File: config.mk
export PLATFORM = sky130hd
export DESIGN_NAME = exc_flush_ctrl_flat
export DESIGN_NICKNAME = d
export VERILOG_FILES = /design/src/rtl/exc_flush_ctrl_if.sv /design/src/rtl/exc_flush_ctrl.sv /design/src/flat_wrapper.sv
export SDC_FILE = /design/constraint.sdc
export NUM_CORES = 1
export LEC_CHECK = 0
export ABC_AREA = 1
export BUFFER_PORTS_ARGS = -buffer_cell sky130_fd_sc_hd__buf_2
export CORE_MARGIN = 3
export CORE_UTILIZATION = 39
export DETAILED_ROUTE_END_ITERATION = 12
export PLACE_DENSITY_LB_ADDON = 0.1
export SLEW_MARGIN = 25
export SYNTH_ARGS = -nofsm -noshare
export SYNTH_HDL_FRONTEND = slang
export SYNTH_SLANG_ARGS = --single-unit
File: constraint.sdc
create_clock -name clk -period 1.17 [get_ports clk]
set_input_delay 0.0585 -clock clk [delete_from_list [all_inputs] [get_ports clk]]
set_output_delay 0.0585 -clock clk [all_outputs]
set_load 0.02 [all_outputs]
File: src/rtl/exc_flush_ctrl_if.sv
// Redirect handshake between the exception flush controller and the fetch stage.
// The controller drives the request side (valid + target PC), fetch drives ready.
interface exc_flush_ctrl_if;
   localparam int unsigned PC_W = 32;

   logic              fs_redirect_valid;
   logic [PC_W-1:0]   fs_redirect_pc;
   logic              fs_redirect_ready;

   // Controller side: issues the redirect and waits for fetch to take it
   modport master (
      output fs_redirect_valid,
      output fs_redirect_pc,
      input  fs_redirect_ready
   );

   // Fetch side: observes the redirect and accepts it
   modport slave (
      input  fs_redirect_valid,
      input  fs_redirect_pc,
      output fs_redirect_ready
   );
endinterface

File: src/rtl/exc_flush_ctrl.sv
// Exception / ERTN pipeline recovery sequencer.
// On a WB commit of an exception or ERTN it latches the redirect target
// (EENTRY or ERA), kills all pipeline stages for at least two cycles and
// holds a valid/ready redirect to fetch until accepted. It also produces a
// registered interrupt-take flag for decode.
// Optional event counters are built when EXC_FLUSH_CNT_EN is defined.
module exc_flush_ctrl #(
   parameter logic [31:0]  RESET_PC = 32'h1c000000,
   parameter int unsigned  CNT_W    = 32
) (
   input  logic                    clk,
   input  logic                    reset,
   input  logic                    wb_ex,
   input  logic                    ertn_flush,
   input  logic [5:0]              wb_ecode,
   input  logic [31:0]             csr_eentry,
   input  logic [31:0]             csr_era,
   input  logic                    csr_crmd_ie,
   input  logic [12:0]             int_pending,
   output logic                    flush,
   output logic                    has_int,
   output logic                    ctrl_busy,
   exc_flush_ctrl_if.master        redir
`ifdef EXC_FLUSH_CNT_EN
   ,
   output logic [CNT_W-1:0]        exc_cnt,
   output logic [CNT_W-1:0]        int_cnt,
   output logic [CNT_W-1:0]        ertn_cnt
`endif
);

   localparam int unsigned PC_W    = 32;
   localparam int unsigned ECODE_W = 6;

   typedef enum logic [1:0] {
      S_IDLE     = 2'd0,
      S_FLUSH    = 2'd1,
      S_REDIRECT = 2'd2
   } state_t;

   state_t              r_state;
   state_t              w_state_nxt;
   logic                w_accept;
   logic [PC_W-1:0]     w_target;
   logic                w_handshake;

   logic                r_flush;
   logic                r_valid;
   logic [PC_W-1:0]     r_pc;
   logic                r_has_int;

   // Exception has priority over ERTN when both commit together
   assign w_target    = wb_ex ? csr_eentry : csr_era;
   assign w_handshake = r_valid & redir.fs_redirect_ready;

   // Next-state decode; commit requests are only honoured from IDLE
   always_comb begin
      w_state_nxt = r_state;
      w_accept    = 1'b0;
      case (r_state)
         S_IDLE: begin
            if (wb_ex || ertn_flush) begin
               w_accept    = 1'b1;
               w_state_nxt = S_FLUSH;
            end
         end
         S_FLUSH: begin
            w_state_nxt = S_REDIRECT;
         end
         S_REDIRECT: begin
            if (w_handshake) begin
               w_state_nxt = S_IDLE;
            end
         end
         default: begin
            w_state_nxt = S_IDLE;
         end
      endcase
   end

   // State register and registered outputs derived from the next state
   always_ff @(posedge clk) begin
      if (reset) begin
         r_state <= S_IDLE;
         r_flush <= 1'b0;
         r_valid <= 1'b0;
      end else begin
         r_state <= w_state_nxt;
         r_flush <= (w_state_nxt != S_IDLE);
         r_valid <= (w_state_nxt == S_REDIRECT);
      end
   end

   // Redirect target: captured once per accepted request, held afterwards
   always_ff @(posedge clk) begin
      if (reset) begin
         r_pc <= RESET_PC;
      end else if (w_accept) begin
         r_pc <= w_target;
      end
   end

   // Interrupt-take flag, suppressed while a commit is requested or recovery runs
   always_ff @(posedge clk) begin
      if (reset) begin
         r_has_int <= 1'b0;
      end else begin
         r_has_int <= (|int_pending) & csr_crmd_ie & (r_state == S_IDLE)
                      & ~wb_ex & ~ertn_flush;
      end
   end

   assign flush                   = r_flush;
   assign redir.fs_redirect_valid = r_valid;
   assign redir.fs_redirect_pc    = r_pc;
   assign has_int                 = r_has_int;
   assign ctrl_busy               = (r_state != S_IDLE);

`ifdef EXC_FLUSH_CNT_EN
   logic                r_ex_sel;
   logic                w_ecode_is_int;
   logic [CNT_W-1:0]    r_exc_cnt;
   logic [CNT_W-1:0]    r_int_cnt;
   logic [CNT_W-1:0]    r_ertn_cnt;

   assign w_ecode_is_int = (wb_ecode == ECODE_W'(0));

   // Event counters: only IDLE-accepted requests count, wrapping naturally
   always_ff @(posedge clk) begin
      if (reset) begin
         r_exc_cnt  <= '0;
         r_int_cnt  <= '0;
         r_ertn_cnt <= '0;
         r_ex_sel   <= 1'b0;
      end else if (w_accept) begin
         r_ex_sel <= wb_ex;
         if (wb_ex && !w_ecode_is_int) begin
            r_exc_cnt <= r_exc_cnt + CNT_W'(1);
         end
         if (wb_ex && w_ecode_is_int) begin
            r_int_cnt <= r_int_cnt + CNT_W'(1);
         end
         if (!wb_ex) begin
            r_ertn_cnt <= r_ertn_cnt + CNT_W'(1);
         end
      end
   end

   assign exc_cnt  = r_exc_cnt;
   assign int_cnt  = r_int_cnt;
   assign ertn_cnt = r_ertn_cnt;

   // Last accepted request type is kept only for debug visibility
   logic w_unused_sel;
   assign w_unused_sel = r_ex_sel;
`else
   // Exception code only feeds the counters; keep it explicitly consumed
   logic w_unused_ecode;
   assign w_unused_ecode = (^wb_ecode) ^ (CNT_W == 32'd0) ^ (ECODE_W == 32'd0);
`endif

endmodule

File: src/flat_wrapper.sv
// flat-port wrapper written by rule: the top's interface ports become plain ports
module exc_flush_ctrl_flat 
#(
   parameter logic [31:0]  RESET_PC = 32'h1c000000,
   parameter int unsigned  CNT_W    = 32
)
  (clk, reset, wb_ex, ertn_flush, wb_ecode, csr_eentry, csr_era, csr_crmd_ie, int_pending, flush, has_int, ctrl_busy, redir_fs_redirect_valid, redir_fs_redirect_pc, redir_fs_redirect_ready);
  exc_flush_ctrl_if redir_i ();
  input  logic clk;
  input  logic reset;
  input  logic wb_ex;
  input  logic ertn_flush;
  input  logic [5:0] wb_ecode;
  input  logic [31:0] csr_eentry;
  input  logic [31:0] csr_era;
  input  logic csr_crmd_ie;
  input  logic [12:0] int_pending;
  output logic flush;
  output logic has_int;
  output logic ctrl_busy;
  output wire logic [$bits(redir_i.fs_redirect_valid)-1:0] redir_fs_redirect_valid;
  output wire logic [$bits(redir_i.fs_redirect_pc)-1:0] redir_fs_redirect_pc;
  input wire logic [$bits(redir_i.fs_redirect_ready)-1:0] redir_fs_redirect_ready;
  assign redir_fs_redirect_valid = redir_i.fs_redirect_valid;
  assign redir_fs_redirect_pc = redir_i.fs_redirect_pc;
  assign redir_i.fs_redirect_ready = redir_fs_redirect_ready;
  exc_flush_ctrl #(.RESET_PC(RESET_PC), .CNT_W(CNT_W)) u_core (.clk(clk), .reset(reset), .wb_ex(wb_ex), .ertn_flush(ertn_flush), .wb_ecode(wb_ecode), .csr_eentry(csr_eentry), .csr_era(csr_era), .csr_crmd_ie(csr_crmd_ie), .int_pending(int_pending), .flush(flush), .has_int(has_int), .ctrl_busy(ctrl_busy), .redir(redir_i));
endmodule
Word-level counts from Yosys, hierarchy flattened
Cells that the tools add are included.
{"block": "op_classes", "eq_ne": 3, "mux": 6, "n_bitwise": 7, "reduce_logical": 5}
{"operator": "$mux 32", "n": 1}
{"operator": "$reduce_or 13->1", "n": 1}
{"operator": "$pmux 2 s3", "n": 1}
{"operator": "$and 1x1->1", "n": 5}
{"operator": "$eq 2x2->1 const B", "n": 2}
{"operator": "$mux 2", "n": 2}
{"operator": "$reduce_bool 2->1", "n": 2}
{"operator": "$eq 2x1->1 const B", "n": 1}
{"operator": "$logic_not 2->1", "n": 1}
{"operator": "$mux 1", "n": 2}
{"operator": "$not 1->1", "n": 2}
{"operator": "$logic_or 1x1->1", "n": 1}
{"block": "word_totals", "ff_bits": 37, "out_inout_bits": 36, "wordCells": 26}

Depth between registers and ports, before layout
Gate-level depths: netlist of the first run.
{"block": "depth", "depth_word": 5, "mapped_depth": 6, "ltp_nobuf": 5}

Worst setup path after synthesis of the first run
No wires, ideal clock.
{"block": "synth_path", "kind": "register to register", "from": "register u_core.r_state[0]", "to": "register u_core.r_pc[26] (netlist: u_core.redir.fs_redirect_pc[26])", "setup_ns": 0.130, "arrival_ns": 0.883, "slack_ns": 0.157, "stages_incl_launch_ff": 6, "n_path_buf": 1, "synth_period_minus_slack_ns": 1.013, "cell_sequence": "dfxtp_1 > nor2_2 > o21ai_4 > buf_6 > nand2_1 > nand3_1"}
{"block": "synth_via", "elab_chain_cells": 2}
{"item": "start: declaration", "line_no": "exc_flush_ctrl.sv:41", "source": "state_t r_state;"}
{"item": "start signal: assignment", "line_no": "exc_flush_ctrl.sv:88", "source": "r_state <= w_state_nxt;"}
{"item": "$logic_not 2->1", "line_no": "exc_flush_ctrl.sv:60", "source": "case (r_state)"}
{"item": "$mux 1", "line_no": "exc_flush_ctrl.sv:60"}
{"item": "end signal: assignment", "line_no": "exc_flush_ctrl.sv:99", "source": "r_pc <= w_target;"}
{"item": "end: declaration", "line_no": "exc_flush_ctrl.sv:49", "source": "logic [PC_W-1:0] r_pc;"}
Every way passes these cells.
A chain may end at the register's enable or synchronous reset.

Final worst setup path of the first run
{"block": "layout_path", "from": "register u_core.r_state[0]", "to": "output port ctrl_busy"}
{"block": "layout_via", "elab_chain_cells": 1}
{"item": "$reduce_bool 2->1", "line_no": "exc_flush_ctrl.sv:117", "source": "assign ctrl_busy = (r_state != S_IDLE);"}
{"item": "end: declaration", "line_no": "flat_wrapper.sv:20", "source": "output logic ctrl_busy;"}
Every way passes these cells.

==> impl_metrics.py, run 1 <==
metrics = {
    "sta": {
        "drv_slew": 0,
        "fin_crit_sh_pct": 94.16,
        "fin_tns_setup_ns": 0,
        "max_slew_margin_pct": 84.28,
        "clock_skew_ns": 0.002198,
        "hold_viol": 0,
        "worst_pin_slew_ns": 0.2358,
        "rsz0062_at_grt": "false",
        "setup_viol_count_final": 0,
        "fmax_ghz": 0.9077,
        "period_minus_slack_ns": 1.102,
    },
    "grt": {
        "grt_overflow": 0,
        "grtUsageTotal_pct": 15.12,
        "grt_first_pass_wirelength_microns": 7576,
        "grt_pass1_vias": 1814,
        "grt_max_degree": 46,
        "grt_antenna_before_repair": 0,
    },
    "power_and_ir_drop": {
        "pwr-share-clk_pct": 23.7,
        "p_leak_nw": 1.658,
        "power_density_mw_per_mm2": 1268,
        "power_frac_seq_pct": 43.5,
        "internal_power_mw": 2.298,
        "power_switching_mw": 1.146,
        "power_switching_share_pct": 33.27,
        "peakVddDrop_uv": 609.9,
        "p_comb_share_pct": 32.8,
    },
    "drt": {
        "vias_per_cell": 4.050,
        "drt-wirelength-per-cell_microns": 8.721,
        "drtIter0Drc": 59,
        "drc_errors": 0,
        "totalWireLength_microns": 4500,
        "first_pass_iters": 3,
        "dr_total_vias": 2090,
        "drtAntennaViolNets": 0,
    },
    "synthesis": {
        "async_flop_share_pct": 0,
        "synth_top_area_share_pct": 37.61,
        "syn-cell-area_sq_mm": 0.001969,
        "synth_warnings": 0,
        "yosysMostFrequentCell": "nand2_1",
        "synthesis.nets": 421,
        "ys_ff_latch": 37,
        "yosys-top-cells-area": "dfxtp_1, nand2_1, nor2_1",
        "avgSynthCellArea_sq_um": 5.932,
        "synth_top_cell_by_area": "dfxtp_1",
        "synth_flop_cell": "dfxtp_1",
        "ys_seq_area_share_pct": 37.61,
        "syn_inst": 332,
        "synth_commonest_cells": "nand2_1, nor2_1, inv_1",
        "synth_cell_types": 14,
        "synth-edff-count": 0,
    },
    "cts": {
        "cts_buffers": 5,
        "cts_htree_levels": 2,
        "cts_tree": "yes",
        "cts_sinks": 37,
        "clk_latency_ns": 0.27,
        "clock_path_buffers": 2,
        "cts_root_buf": "clkbuf_8",
        "clk_pin_slew_ns": 0.06,
    },
    "placement": {
        "dp_cells": 507,
        "port_buffers": 118,
        "place.gp.congestion": 0.7391,
        "post-dp-hpwl_microns": 3411,
    },
    "worst_setup_path": {
        "crit_buf_inv": 3,
        "arrival_ns": 1.04,
        "required_ns": 1.11,
        "rrSetupSlack_ns": 0.14,
        "critical_path_class": "reg2out",
        "start_kind": "register",
        "crit_slowest_cell": "dfxtp_1",
        "max_stage_delay_ns": 0.33,
        "path_max_fanout": 3,
        "cp-end-kind": "primary output",
        "path_delay_family": "flip-flops",
        "path_cells": "nor2_4 > buf_4 > inv_1 > buf_2",
    },
    "worst_hold_path": {
        "hold_class": "in2reg",
    },
    "die": {
        "initial_core_util_pct": 40.88,
        "core_area_sq_mm": 0.004817,
        "die_w_microns": 77.06,
        "io_pins": 125,
        "die_area_sq_mm": 0.005938,
        "chipHeight_microns": 77.06,
        "rows": 25,
    },
    "layout": {
        "insertedDiodeCount": 0,
        "drive_gt1_share_pct": 29.18,
        "nets": 537,
        "area_delta_synth_final_pct": 37.93,
        "stdcell_count": 516,
    },
    "outcome": {
        "status": "finished, final reports clean",
    },
    "run": {
        "maxCapViolCount": 0,
    },
}
metal layers:
metal	global-route usage [%]	wire length, microns	up-vias
met2	25.78	2014	72
met3	4.812	396	4
met1	18.67	2055	830
met4	3.203	34	0
li1	-	-	1184
met5	0	0	-
cells by family (layout without fill, tap and decap cells):
group	Yosys count	after routing	synth area share (%)
flip-flops	37	37	37.61
AND/OR/NAND/NOR	176	176	33.99
buffers and inverters	84	201	18.93
AO/OA/AOI/OAI	35	35	9.466
cell usage in the layout, fill, tap and decap left out:
cell type / n
nand3_1: 3
nor2_4: 1
clkbuf_1: 3
nor2_1: 69
o21ai_4: 1
clkbuf_8: 5
nand4_1: 1
nand2_1: 102
a21oi_1: 1
dfxtp_1: 37
buf_4: 2
o21ai_0: 33
inv_1: 68
dlygate4sd3_1: 1
buf_12: 4
buf_2: 118
state kept, by name, indices dropped and copies added, names as in the netlist:
| signal | flops |
|---|---|
| u_core.redir.fs_redirect_pc | 32 |
| u_core.r_state | 2 |
| u_core.flush | 1 |
| u_core.has_int | 1 |
| u_core.redir.fs_redirect_valid | 1 |
path summary, 6_finish.rpt:
check	startpoint	end	cells past startpoint
hold / removal	int_pending[12]	u_core.has_int	3
hold reg to reg	u_core.redir.fs_redirect_pc[26]	u_core.redir.fs_redirect_pc[26]	2
setup reg to reg	u_core.r_state[1]	u_core.redir.fs_redirect_pc[27]	6
setup / recovery	u_core.r_state[0]	ctrl_busy	4
power groups by stage:
| stage | combinational [mW] | sequential (mW) | clock [mW] |
|---|---|---|---|
| after global placement | 1.13 | 1.52 | 0 |
| after global routing | 1.28 | 1.52 | 0.908 |
| after detailed placement | 1.14 | 1.52 | 0 |
| after CTS | 1.15 | 1.50 | 0.862 |
| after floorplan | 0.559 | 1.72 | 0 |
| final | 1.13 | 1.50 | 0.818 |
tightest hold or removal path: cells and delay by family:
kind / cells / cell delay, ns
buf+inv: 1 / 0.08
compound gates: 1 / 0.12
simple gates: 1 / 0.04
what timing repair did:
| item | 4_1_cts | 5_1_grt |
|---|---|---|
| buffers inserted | 0 | 0 |
| endpoints found under the hold margin | 1 | 0 |
| endpoints found under the setup margin | 0 | 1 |
| hold buffers | 1 | 0 |
| gates resized for setup | 0 | 1 |
through the flow:
| step | utilization, % | hold slack (ns) | setup WS, ns | power [mW] | cell area, sq um |
|---|---|---|---|---|---|
| finish | 56.39 | 0.05053 | 0.06831 | 3.444 | 2716 |
| global route | 56.39 | 0.07329 | 0.01102 | 3.713 | 2716 |
| CTS | 56.29 | 0.04946 | 0.01924 | 3.507 | 2711 |
| detailed placement | 54.42 | 0.2754 | 0.1475 | 2.662 | 2621 |
| global placement | 54.42 | 0.2807 | 0.1500 | 2.644 | 2621 |
| floorplan | - | 0.1424 | 0.1574 | 2.277 | 1969 |
cell type report:
type | instances | area [sq um]
flip-flops and latches | 37 | 740.7
inverters | 68 | 255.2
multi-input cells | 211 | 860.8
fillers | 514 | 2101
repair buffers | 125 | 695.7
clock buffers | 8 | 80.08
well taps | 67 | 83.83
(Power assumes the default switching activity.)
==> run 2, diff against run 1 <==
--- a/config.mk
+++ b/config.mk
@@ -8,7 +8,7 @@
 export ABC_AREA = 1
 export BUFFER_PORTS_ARGS = -buffer_cell sky130_fd_sc_hd__buf_2
 export CORE_MARGIN = 3
-export CORE_UTILIZATION = 39
+export CORE_UTILIZATION = 42
 export DETAILED_ROUTE_END_ITERATION = 12
 export PLACE_DENSITY_LB_ADDON = 0.1
 export SLEW_MARGIN = 25
==> run 2 against run 1 <==
First-iteration DRC count increased by 120%; global-route usage grew 1.5 points; non-clock buffer count up 3; via count rose by 0.81%; largest cell class unchanged; highest routed layer unchanged.
==> impl_metrics.py, run 2 (synthesis gave the netlist of run 1 again) <==
metrics = {
    "outcome": {
        "status": "finished, final reports clean",
    },
    "worst_setup_path": {
        "worst_r2r_path_depth": 6,
        "required_ns": 1.11,
        "start_kind": "register",
        "cp-end-kind": "primary output",
        "path_max_fanout": 3,
        "critical_path_class": "reg2out",
        "arrival_ns": 1.03,
    },
    "grt": {
        "grt_first_pass_wirelength_microns": 7231,
        "grt_max_degree": 34,
        "grt_pass1_vias": 1774,
        "grt_antenna_before_repair": 0,
        "grtUsageTotal_pct": 16.62,
        "grt_overflow": 0,
    },
    "die": {
        "die_area_sq_mm": 0.005547,
        "chipHeight_microns": 74.48,
        "die_w_microns": 74.48,
        "rows": 24,
        "core_area_sq_mm": 0.004444,
        "initial_core_util_pct": 44.31,
        "io_pins": 125,
    },
    "layout": {
        "drive_gt1_share_pct": 29.87,
        "fill_cells": 437,
        "final_cell_mix": "buf_2, nand2_1, nor2_1, inv_1, dfxtp_1",
        "multi_input_area_sq_um": 860.8,
        "largest_reg_flops": 32,
        "nets": 540,
        "area_delta_synth_final_pct": 38.44,
        "final_common_cell": "buf_2",
        "regArea_sq_um": 742.0,
        "stdcell_count": 504,
        "insertedDiodeCount": 0,
    },
    "placement": {
        "port_buffers": 118,
        "place.gp.congestion": 0.7748,
        "dp_cells": 494,
        "post-dp-hpwl_microns": 3395,
    },
    "drt": {
        "drtAntennaViolNets": 0,
        "vias_per_cell": 4.181,
        "dr_total_vias": 2107,
        "drt-wirelength-per-cell_microns": 9.048,
        "totalWireLength_microns": 4560,
        "first_pass_iters": 4,
        "drc_errors": 0,
        "drtIter0Drc": 127,
    },
    "sta": {
        "setup_viol_count_final": 0,
        "worst_pin_slew_ns": 0.4108,
        "max_slew_margin_pct": 72.51,
        "drv_slew": 0,
        "hold_viol": 0,
        "fmax_ghz": 0.9174,
        "rsz0062_at_grt": "false",
        "fin_tns_setup_ns": 0,
        "clock_skew_ns": 0.004168,
        "fin_crit_sh_pct": 93.17,
        "period_minus_slack_ns": 1.090,
    },
    "cts": {
        "cts_sinks": 37,
        "cts_root_buf": "clkbuf_8",
        "cts_htree_levels": 2,
        "postCtsSetupBuffers": 0,
        "clk_latency_ns": 0.27,
        "cts_buffers": 5,
        "clk_pin_slew_ns": 0.07,
        "cts_tree": "yes",
        "clock_path_buffers": 2,
    },
    "power_and_ir_drop": {
        "power_density_mw_per_mm2": 1282,
        "peakVddDrop_uv": 654.3,
        "p_leak_nw": 1.676,
        "power_mw": 3.496,
    },
    "run": {
        "maxCapViolCount": 0,
    },
    "worst_hold_path": {
        "hold_class": "in2reg",
        "hold_depth": 3,
    },
}
## run 2: cell count changes in the layout (fill, tap and decap cells not counted), sizes merged
cell,delta
clkbuf,+1
buf,+2
## run 2: path summary, 6_finish.rpt
kind,from,end,slack [ns]
setup / recovery,u_core.r_state[1],ctrl_busy,0.08
hold / removal,int_pending[12],u_core.has_int,0.05
setup reg to reg,u_core.r_state[0],u_core.redir.fs_redirect_pc[23],0.09
hold reg to reg,u_core.redir.fs_redirect_pc[27],u_core.redir.fs_redirect_pc[27],0.47
## run 2: cell type report
class                   count  share of cell area, %
multi-input cells         211                  31.57
flip-flops and latches     37                  27.21
inverters                  68                  9.362
clock buffers               8                  2.937
repair buffers            128                  26.53
well taps                  52                  2.386
## run 2: critical path, cell delays in order, from the launching register on
cell     delay [ns]
dfxtp_2        0.33
nor2_4         0.13
buf_4          0.13
inv_1          0.03
buf_2          0.14
## run 2: layer usage
layer | GRT usage, % | part of all wire [%] | up-vias
li1 | - | - | 1192
met1 | 19.70 | 46 | 839
met2 | 28.88 | 45 | 74
met3 | 5.946 | 8.7 | 2
met4 | 3.557 | 0.42 | 0
met5 | 0 | 0 | -
## run 2: repair_timing
item,4_1_cts,5_1_grt
hold buffers,1,0
setup endpoints to repair,0,5
endpoints found under the hold margin,1,0
resized for setup,0,2
## run 2: through the flow
| stage | hold WS (ns) | area (sq um) | setup slack, ns | utilization, % |
|---|---|---|---|---|
| 3_3_place_gp | 0.2761 | 2605 | 0.1327 | 58.61 |
| 6_report | 0.04721 | 2726 | 0.07991 | 61.35 |
| 4_1_cts | 0.03735 | 2695 | 0.02208 | 60.64 |
| 3_5_place_dp | 0.2741 | 2605 | 0.09804 | 58.61 |
| 5_1_grt | 0.04388 | 2726 | 0.01239 | 61.35 |
| 2_1_floorplan | 0.1424 | 1969 | 0.1574 | - |
## run 2: where the power goes
group          switching [mW]  total (mW)  internal (mW)
clock network           0.408       0.831          0.423
registers              0.0717        1.50           1.42
logic                   0.689        1.17          0.479
